**config.mk**
```make
export PLATFORM = sky130hd
export DESIGN_NAME = axi_decerr_slave
export DESIGN_NICKNAME = d
export VERILOG_FILES = /design/src/rtl/axi_decerr_slave.sv
export SDC_FILE = /design/constraint.sdc
export NUM_CORES = 1
export LEC_CHECK = 0
export BUFFER_PORTS_ARGS = -buffer_cell sky130_fd_sc_hd__buf_2
export CORE_MARGIN = 3
export CORE_UTILIZATION = 30
export CTS_CLUSTER_DIAMETER = 150
export DETAILED_ROUTE_END_ITERATION = 8
export PLACE_DENSITY = 0.87
export RECOVER_POWER = 50
export SLEW_MARGIN = 10
export SYNTH_ARGS = -nofsm -noshare
export SYNTH_HDL_FRONTEND = slang
export SYNTH_SLANG_ARGS = --single-unit
export TNS_END_PERCENT = 50
```
**constraint.sdc**
```tcl
create_clock -name clk -period 1.56 [get_ports clk]
set_clock_uncertainty 0.1 [all_clocks]
set_input_delay 0.312 -clock clk [delete_from_list [all_inputs] [get_ports clk]]
set_output_delay 0.312 -clock clk [all_outputs]
set_load 0.1 [all_outputs]
```
**src/rtl/axi_decerr_slave.sv**
```systemverilog
// AXI default slave: accepts any transaction and completes it with DECERR.
// Optional error logging (err_cnt/err_addr) is enabled with `define AXI_DECERR_LOG_EN.
module axi_decerr_slave #(
    parameter int ID_W   = 8,
    parameter int ADDR_W = 32,
    parameter int DATA_W = 32,
    parameter int LEN_W  = 4
) (
    input  logic                clk,
    input  logic                rst,
    input  logic [ID_W-1:0]     awid,
    input  logic [ADDR_W-1:0]   awaddr,
    input  logic [LEN_W-1:0]    awlen,
    input  logic                awvalid,
    output logic                awready,
    input  logic [DATA_W-1:0]   wdata,
    input  logic [DATA_W/8-1:0] wstrb,
    input  logic                wlast,
    input  logic                wvalid,
    output logic                wready,
    output logic [ID_W-1:0]     bid,
    output logic [1:0]          bresp,
    output logic                bvalid,
    input  logic                bready,
    input  logic [ID_W-1:0]     arid,
    input  logic [ADDR_W-1:0]   araddr,
    input  logic [LEN_W-1:0]    arlen,
    input  logic                arvalid,
    output logic                arready,
    output logic [ID_W-1:0]     rid,
    output logic [DATA_W-1:0]   rdata,
    output logic [1:0]          rresp,
    output logic                rlast,
    output logic                rvalid,
    input  logic                rready
`ifdef AXI_DECERR_LOG_EN
    ,
    output logic [15:0]         err_cnt,
    output logic [ADDR_W-1:0]   err_addr
`endif
);
    localparam logic [1:0] DECERR = 2'b11;

    typedef enum logic [1:0] {W_IDLE, W_DATA, W_RESP} w_state_t;
    typedef enum logic       {R_IDLE, R_DATA}         r_state_t;

    w_state_t         w_state;
    r_state_t         r_state;
    logic [ID_W-1:0]  wid_q;
    logic [ID_W-1:0]  rid_q;
    logic [LEN_W-1:0] cnt;

    // Payload, lengths of writes and addresses carry no meaning for a decode-error sink.
    logic unused;
    assign unused = ^{awaddr, awlen, wdata, wstrb, araddr};

    assign rdata = '0;
    assign bresp = DECERR;
    assign rresp = DECERR;
    assign bid   = wid_q;
    assign rid   = rid_q;

    // Write path: one AW, drain W until WLAST, then a single B.
    always_ff @(posedge clk or negedge rst) begin
        if (!rst) begin
            w_state <= W_IDLE;
            wid_q   <= '0;
            awready <= 1'b1;
            wready  <= 1'b0;
            bvalid  <= 1'b0;
        end else begin
            case (w_state)
                W_IDLE: if (awvalid && awready) begin
                    wid_q   <= awid;
                    w_state <= W_DATA;
                    awready <= 1'b0;
                    wready  <= 1'b1;
                end
                W_DATA: if (wvalid && wlast) begin
                    w_state <= W_RESP;
                    wready  <= 1'b0;
                    bvalid  <= 1'b1;
                end
                W_RESP: if (bready) begin
                    w_state <= W_IDLE;
                    bvalid  <= 1'b0;
                    awready <= 1'b1;
                end
                default: begin
                    w_state <= W_IDLE;
                    awready <= 1'b1;
                    wready  <= 1'b0;
                    bvalid  <= 1'b0;
                end
            endcase
        end
    end

    // Read path: cnt holds beats remaining after the current one, so rlast is cnt==0.
    always_ff @(posedge clk or negedge rst) begin
        if (!rst) begin
            r_state <= R_IDLE;
            rid_q   <= '0;
            cnt     <= '0;
            arready <= 1'b1;
            rvalid  <= 1'b0;
            rlast   <= 1'b0;
        end else begin
            case (r_state)
                R_IDLE: if (arvalid && arready) begin
                    rid_q   <= arid;
                    cnt     <= arlen;
                    r_state <= R_DATA;
                    arready <= 1'b0;
                    rvalid  <= 1'b1;
                    rlast   <= (arlen == '0);
                end
                R_DATA: if (rready) begin
                    if (cnt == '0) begin
                        r_state <= R_IDLE;
                        rvalid  <= 1'b0;
                        rlast   <= 1'b0;
                        arready <= 1'b1;
                    end else begin
                        cnt   <= cnt - 1'b1;
                        rlast <= (cnt == LEN_W'(1));
                    end
                end
                default: begin
                    r_state <= R_IDLE;
                    arready <= 1'b1;
                    rvalid  <= 1'b0;
                    rlast   <= 1'b0;
                end
            endcase
        end
    end

`ifdef AXI_DECERR_LOG_EN
    logic        b_hs, r_fin;
    logic [16:0] cnt_sum;
    assign b_hs    = bvalid && bready;
    assign r_fin   = rvalid && rready && rlast;
    assign cnt_sum = {1'b0, err_cnt} + 17'(b_hs) + 17'(r_fin);

    always_ff @(posedge clk or negedge rst) begin
        if (!rst) begin
            err_cnt  <= '0;
            err_addr <= '0;
        end else begin
            err_cnt <= cnt_sum[16] ? 16'hFFFF : cnt_sum[15:0];
            if (arvalid && arready)
                err_addr <= araddr;
            else if (awvalid && awready)
                err_addr <= awaddr;
        end
    end
`endif

endmodule

```
# Word-level counts from Yosys, hierarchy flattened
# Cells that the tools add are included.
[classes]
bitwise = 4
reduce_logical = 15
add_sub_neg = 1
mux = 33
n_eq_ne = 10
[ops]
columns = ["op", "count"]
rows = [
  ["1-bit 2-to-1 mux", 18],
  ["3-bit AND reduction", 6],
  ["4-bit 2-to-1 mux", 3],
  ["2-bit inequality test, second input constant", 6],
  ["1-bit one-hot mux with 3 select lines", 3],
  ["4-bit logical NOT", 2],
  ["1-bit one-hot mux with 2 select lines", 4],
  ["4-bit one-hot mux with 2 select lines", 1],
  ["2-bit 2-to-1 mux", 3],
  ["2-bit one-hot mux with 3 select lines", 1],
  ["2-bit AND reduction", 3],
  ["4-bit by 1-bit equality test with 1-bit output, second input constant", 1],
  ["1-bit NOT", 4],
  ["4-bit by 1-bit subtractor with 4-bit output, second input constant", 1],
  ["1-bit logical AND", 3],
  ["2-bit by 1-bit equality test with 1-bit output, second input constant", 1],
  ["2-bit equality test, second input constant", 1],
  ["2-bit logical NOT", 1],
  ["2-bit by 1-bit inequality test with 1-bit output, second input constant", 1],
]
[word_totals]
word_cells = 74
ff_bits = 29
inputBits = 132

# Longest topological paths before layout
[depth]
word_depth = 4
ltp_mapped = 5
ltp_nobuf = 5

# Worst setup path after synthesis
# OpenSTA, ideal clock, no wires.
[synth_path]
kind = "flip-flop to flip-flop"
from = "register awready"
to = "register wid_q[0], in the netlist bid[0]"
synth_period_minus_slack_ps = 1832
t_arrival_ps = 1606
required_ps = 1335
setup_time_ps = 125
slack_ps = -272
n_path_buf = 1
path_stages_with_launch = 4
path_cell_list = "dfstp_2 -> and3b_1 -> buf_2 -> mux2_2"
[synth_between]
elab_chain_cells = 2
[synth_rtl]
columns = ["element", "line", "rtl"]
rows = [
  ["start: declaration", "15", "output logic awready,"],
  ["start signal: assignment", "68", "awready <= 1'b1;"],
  ["start signal: assignment", "76", "awready <= 1'b0;"],
  ["start signal: assignment", "87", "awready <= 1'b1;"],
  ["1-bit logical AND", "73", "W_IDLE: if (awvalid && awready) begin"],
  ["2-bit AND reduction (no line)", "--", ""],
  ["end signal: assignment", "74", "wid_q <= awid;"],
  ["end: declaration", "49", "logic [ID_W-1:0] wid_q;"],
]
# No other way between the ends.
# A chain may end at the register's enable or synchronous reset.

# Worst setup path in the final report
[layout_path]
from = "register cnt[1]"
to = "register cnt[1]"
[layout_between]
elab_chain_cells = 4
word_cells_on_any_way = 7
cone_classes = "add/sub (1); eq/ne (1); mux (3); reduce/logical (2)"
[layout_rtl]
columns = ["element", "line", "rtl"]
rows = [
  ["start: declaration", "51", "logic [LEN_W-1:0] cnt;"],
  ["start signal: assignment", "112", "cnt <= arlen;"],
  ["start signal: assignment", "125", "cnt <= cnt - 1'b1;"],
  ["4-bit by 1-bit subtractor with 4-bit output", "125", ""],
  ["4-bit 2-to-1 mux", "119", "if (cnt == '0) begin"],
  ["4-bit 2-to-1 mux", "118", "R_DATA: if (rready) begin"],
  ["4-bit one-hot mux with 2 select lines", "109", "case (r_state)"],
]
# Several ways; a longest one is shown, not always the timed one. The select of a mux whose other input is x is not followed.

==> results.md <==
* Outcome: complete, no violations
* Buf/Inv on CP at 1
* Internal power at 0.001101 W
* Reg2reg path depth at 5
* Die H at 79.18 µm
* Startpoint types: flop
* CTS root buffer: clkbuf_8
* Final wirelength at 3521 µm
* CP top delay family: simple AND/OR/NAND/NOR gates
* Yosys cell types at 35
* Leading area contributor after synthesis: dfrtp_1
* Finish-stage setup viols at 0
* Sw frac at 39.11%
* Synth Instances at 164
* Critical R2R Capture: cnt[1]
* Top-area cell type share of the netlist area at 42.06%
* GR Util All Layers at 11.21%
* Antenna Cells at 0
* # rows at 26
* Worst-Margin Slew at 724.9 ps
* First-pass GRT wire length at 5471 µm
* P_sw at 0.0007068 W
* Drt initial violations at 39
* Hold_sp: arid[5]
* Sequential Power Share at 41.7%
* Largest net degree at the start of global routing at 30
* Initial antenna violation count at 0
* Vias in the first global route at 1,198
* RePlAce Congestion at 0.8182
* RSZ-0062 raised after global routing: yes
* Share of cells above drive strength 1 at 41.13%
* Most common cell in the netlist: buf_4
* R2r setup slk at 20 ps
* Syn Area/Cell at 9.796 µm²
* Arr. time, crit path at 1600 ps
* Max Buffers Root-to-Sink at 2
* Relative max-transition margin at 51.67%
* Post-synthesis instance area at 1607 µm²
* CP max FO at 6
* Via Count at 1,259
* Total congestion overflow at 0
* Synthesized flop and latch total at 29
* Clock network fraction of design power at 32.9%
* Area Growth Syn to Fin at 31.23%
* Number of synthesized flops with an enable pin at 0
* Area after DPL at 1987 µm²
* Reg2reg start: cnt[1]
* Sequential share of the synthesized area at 45.33%
* Worst Hold End: rid[5]
* Ys async rst share at 100.0%
* Hold Fails Final Rpt at 0
* Lkg Pwr at 1.164 nW
* Port bufs at 49
* Drt first pass iters at 4
* Fin crit period at 1540 ps
* Total CTS buffers at 5
* Max-cap viol count at 0
* Final antenna-violating net count at 0
* Crit Path Class: flop to flop
* Final instance area at 2108 µm²
* H-tree levels at 2
* Combinational Power Share at 25.4%
* Peak supply drop at 452.7 µV
* Hold path depth at 3
* Wire per inst at 11.70 µm
* Final Net Count at 364
* Clock Latency Late Sink at 270 ps
* Core Area at 5140 µm²
* Final Max Tran Viols at 0
* Post-CTS setup buffer count at 0
* Achievable clock frequency at 649.2 MHz
* Remaining DRCs at 0
* Worst Hold Class: input port to flop
* Hpwl dp at 2710 µm
* CTS tree: done
* Die Wd at 79.18 µm
* DIE AREA at 6269 µm²
* Ordered list of cells on the worst path: inv_2, ha_4, or3b_4, a211oi_2, nor3_2
* Top FF cell, synth: dfrtp_1
* Total power at 0.001807 W
* Ports at 190
* Critical Path RT at 1620 ps
* Crit end category: flop
* Yosys warnings at 0
* Synth area leaders: dfrtp_1 42%, buf_4 17%, nand2_1 7.5%, mux2_2 6.3%, dfstp_2 3.3%
* Clock Sinks at 29
* Final worst-path cycle share at 98.74%
* Initial Util at 31.26%
* Crit-path max cell delay at 430 ps
* Post-synth top cells: 36 x buf_4, 32 x nand2_1, 27 x dfrtp_1
* PD cells at 857.3 nW/µm²
* Vias per inst at 4.183
* Reg clk slew, reported paths at 60 ps
* Critical-path top delay cell: or3b_4
==> worst register-to-register path: stages (launching register included) <==
cell and delay, ps:
dfrtp_1 390, inv_2 80, ha_4 120, or3b_4 430
a211oi_2 240, nor3_2 70
==> worst max-delay path by stage <==
| stage | startpoint | to | slack, ps | cells after the start |
|---|---|---|---|---|
| finish | cnt[1] | cnt[1] | 20 | 5 |
| detailed placement | cnt[1] | cnt[2] | -60 | 5 |
| CTS | cnt[1] | cnt[1] | -20 | 5 |
| global route | cnt[1] | cnt[1] | -60 | 5 |
| floorplan | awready | bid[0] | -100 | 3 |
| global placement | cnt[1] | cnt[2] | -30 | 5 |
==> area by class of cell <==
cell class                      instances  area [µm²]
Fill cell                             536        3032
Multi-Input combinational cell        124       779.5
Sequential cell                        29       735.7
Timing Repair Buffer                   65       400.4
Tap cell                               70       87.58
Clock buffer                            5       68.82
Inverter                                5       18.77
Clock inverter                          3       17.52
==> cell usage in the layout, fill, tap and decap left out, types with 2 or more instances in the layout <==
master and instances:
xnor2_1 2, a211oi_2 2, buf_2 47, dfstp_4 2
o21ai_1 2, dfrtp_1 27, conb_1 36, o21ai_0 3
clkbuf_1 2, inv_2 2, buf_4 11, buf_12 3
nor2_1 6, clkinv_2 2, a21oi_1 4, nand4b_1 2
inv_1 3, a21o_1 2, nand3b_1 2, nand2_1 32
mux2_4 9, clkbuf_8 5
==> stage by stage <==
stage	worst slack (ps)	hold WS [ps]	std cells	TNS [ps]	util, %
final	19.60	129.3	301	0	41.02
after global routing	-55.80	132.8	301	-66.04	41.02
after CTS	-20.46	116.6	301	-20.46	40.46
after detailed placement	-58.04	244.1	293	-63.45	38.66
after global placement	-34.05	245.7	293	-35.30	38.66
after floorplan	-101.9	-83.59	198	-861.3	-
==> timing repair <==
item                       CTS  global route
resized for setup            1            12
hold endpoints to repair    27             0
setup endpoints to repair    4            15
pin swaps                    0             5
hold buffers                 1             0
==> state kept, by name, indices dropped and copies added (netlist names) <==
register / cells
rlast: 1
r_state: 1
bid: 8
w_state: 2
rvalid: 1
cnt: 4
awready: 1
arready: 1
rid: 8
bvalid: 1
wready: 1
==> cells by family (layout without fill, tap and decap cells) <==
| family | count (synthesis) | in the layout | synth area share (%) |
|---|---|---|---|
| flip-flops | 29 | 29 | 45.33 |
| other | 2 | 36 | 0.4675 |
| AO/OA/AOI/OAI | 21 | 21 | 8.567 |
| XOR/XNOR | 2 | 2 | 1.091 |
| buffers and inverters | 45 | 78 | 19.16 |
| multiplexers | 9 | 9 | 6.309 |
| adder cells (fa/ha/maj) | 2 | 2 | 1.557 |
| AND/OR/NAND/NOR | 54 | 54 | 17.52 |
==> layer usage <==
metal	routed length, µm	share of wire [%]	track usage (%)	vias to the layer above
li1	-	-	-	608
met1	1411	40	13.23	592
met2	1801	51	18.86	52
met3	244	6.9	2.381	7
met4	63	1.8	6.186	0
met5	0	0	0	-
==> power by group through the flow <==
stage               Clock, W  Combinational (W)  Sequential (W)
finish              0.000594           0.000459        0.000754
global route        0.000657           0.000476        0.000753
CTS                 0.000622           0.000456        0.000754
detailed placement         0           0.000454        0.000768
global placement           0           0.000451        0.000768
floorplan                  0           0.000460        0.000769
Power figures use the tool's default switching activity.
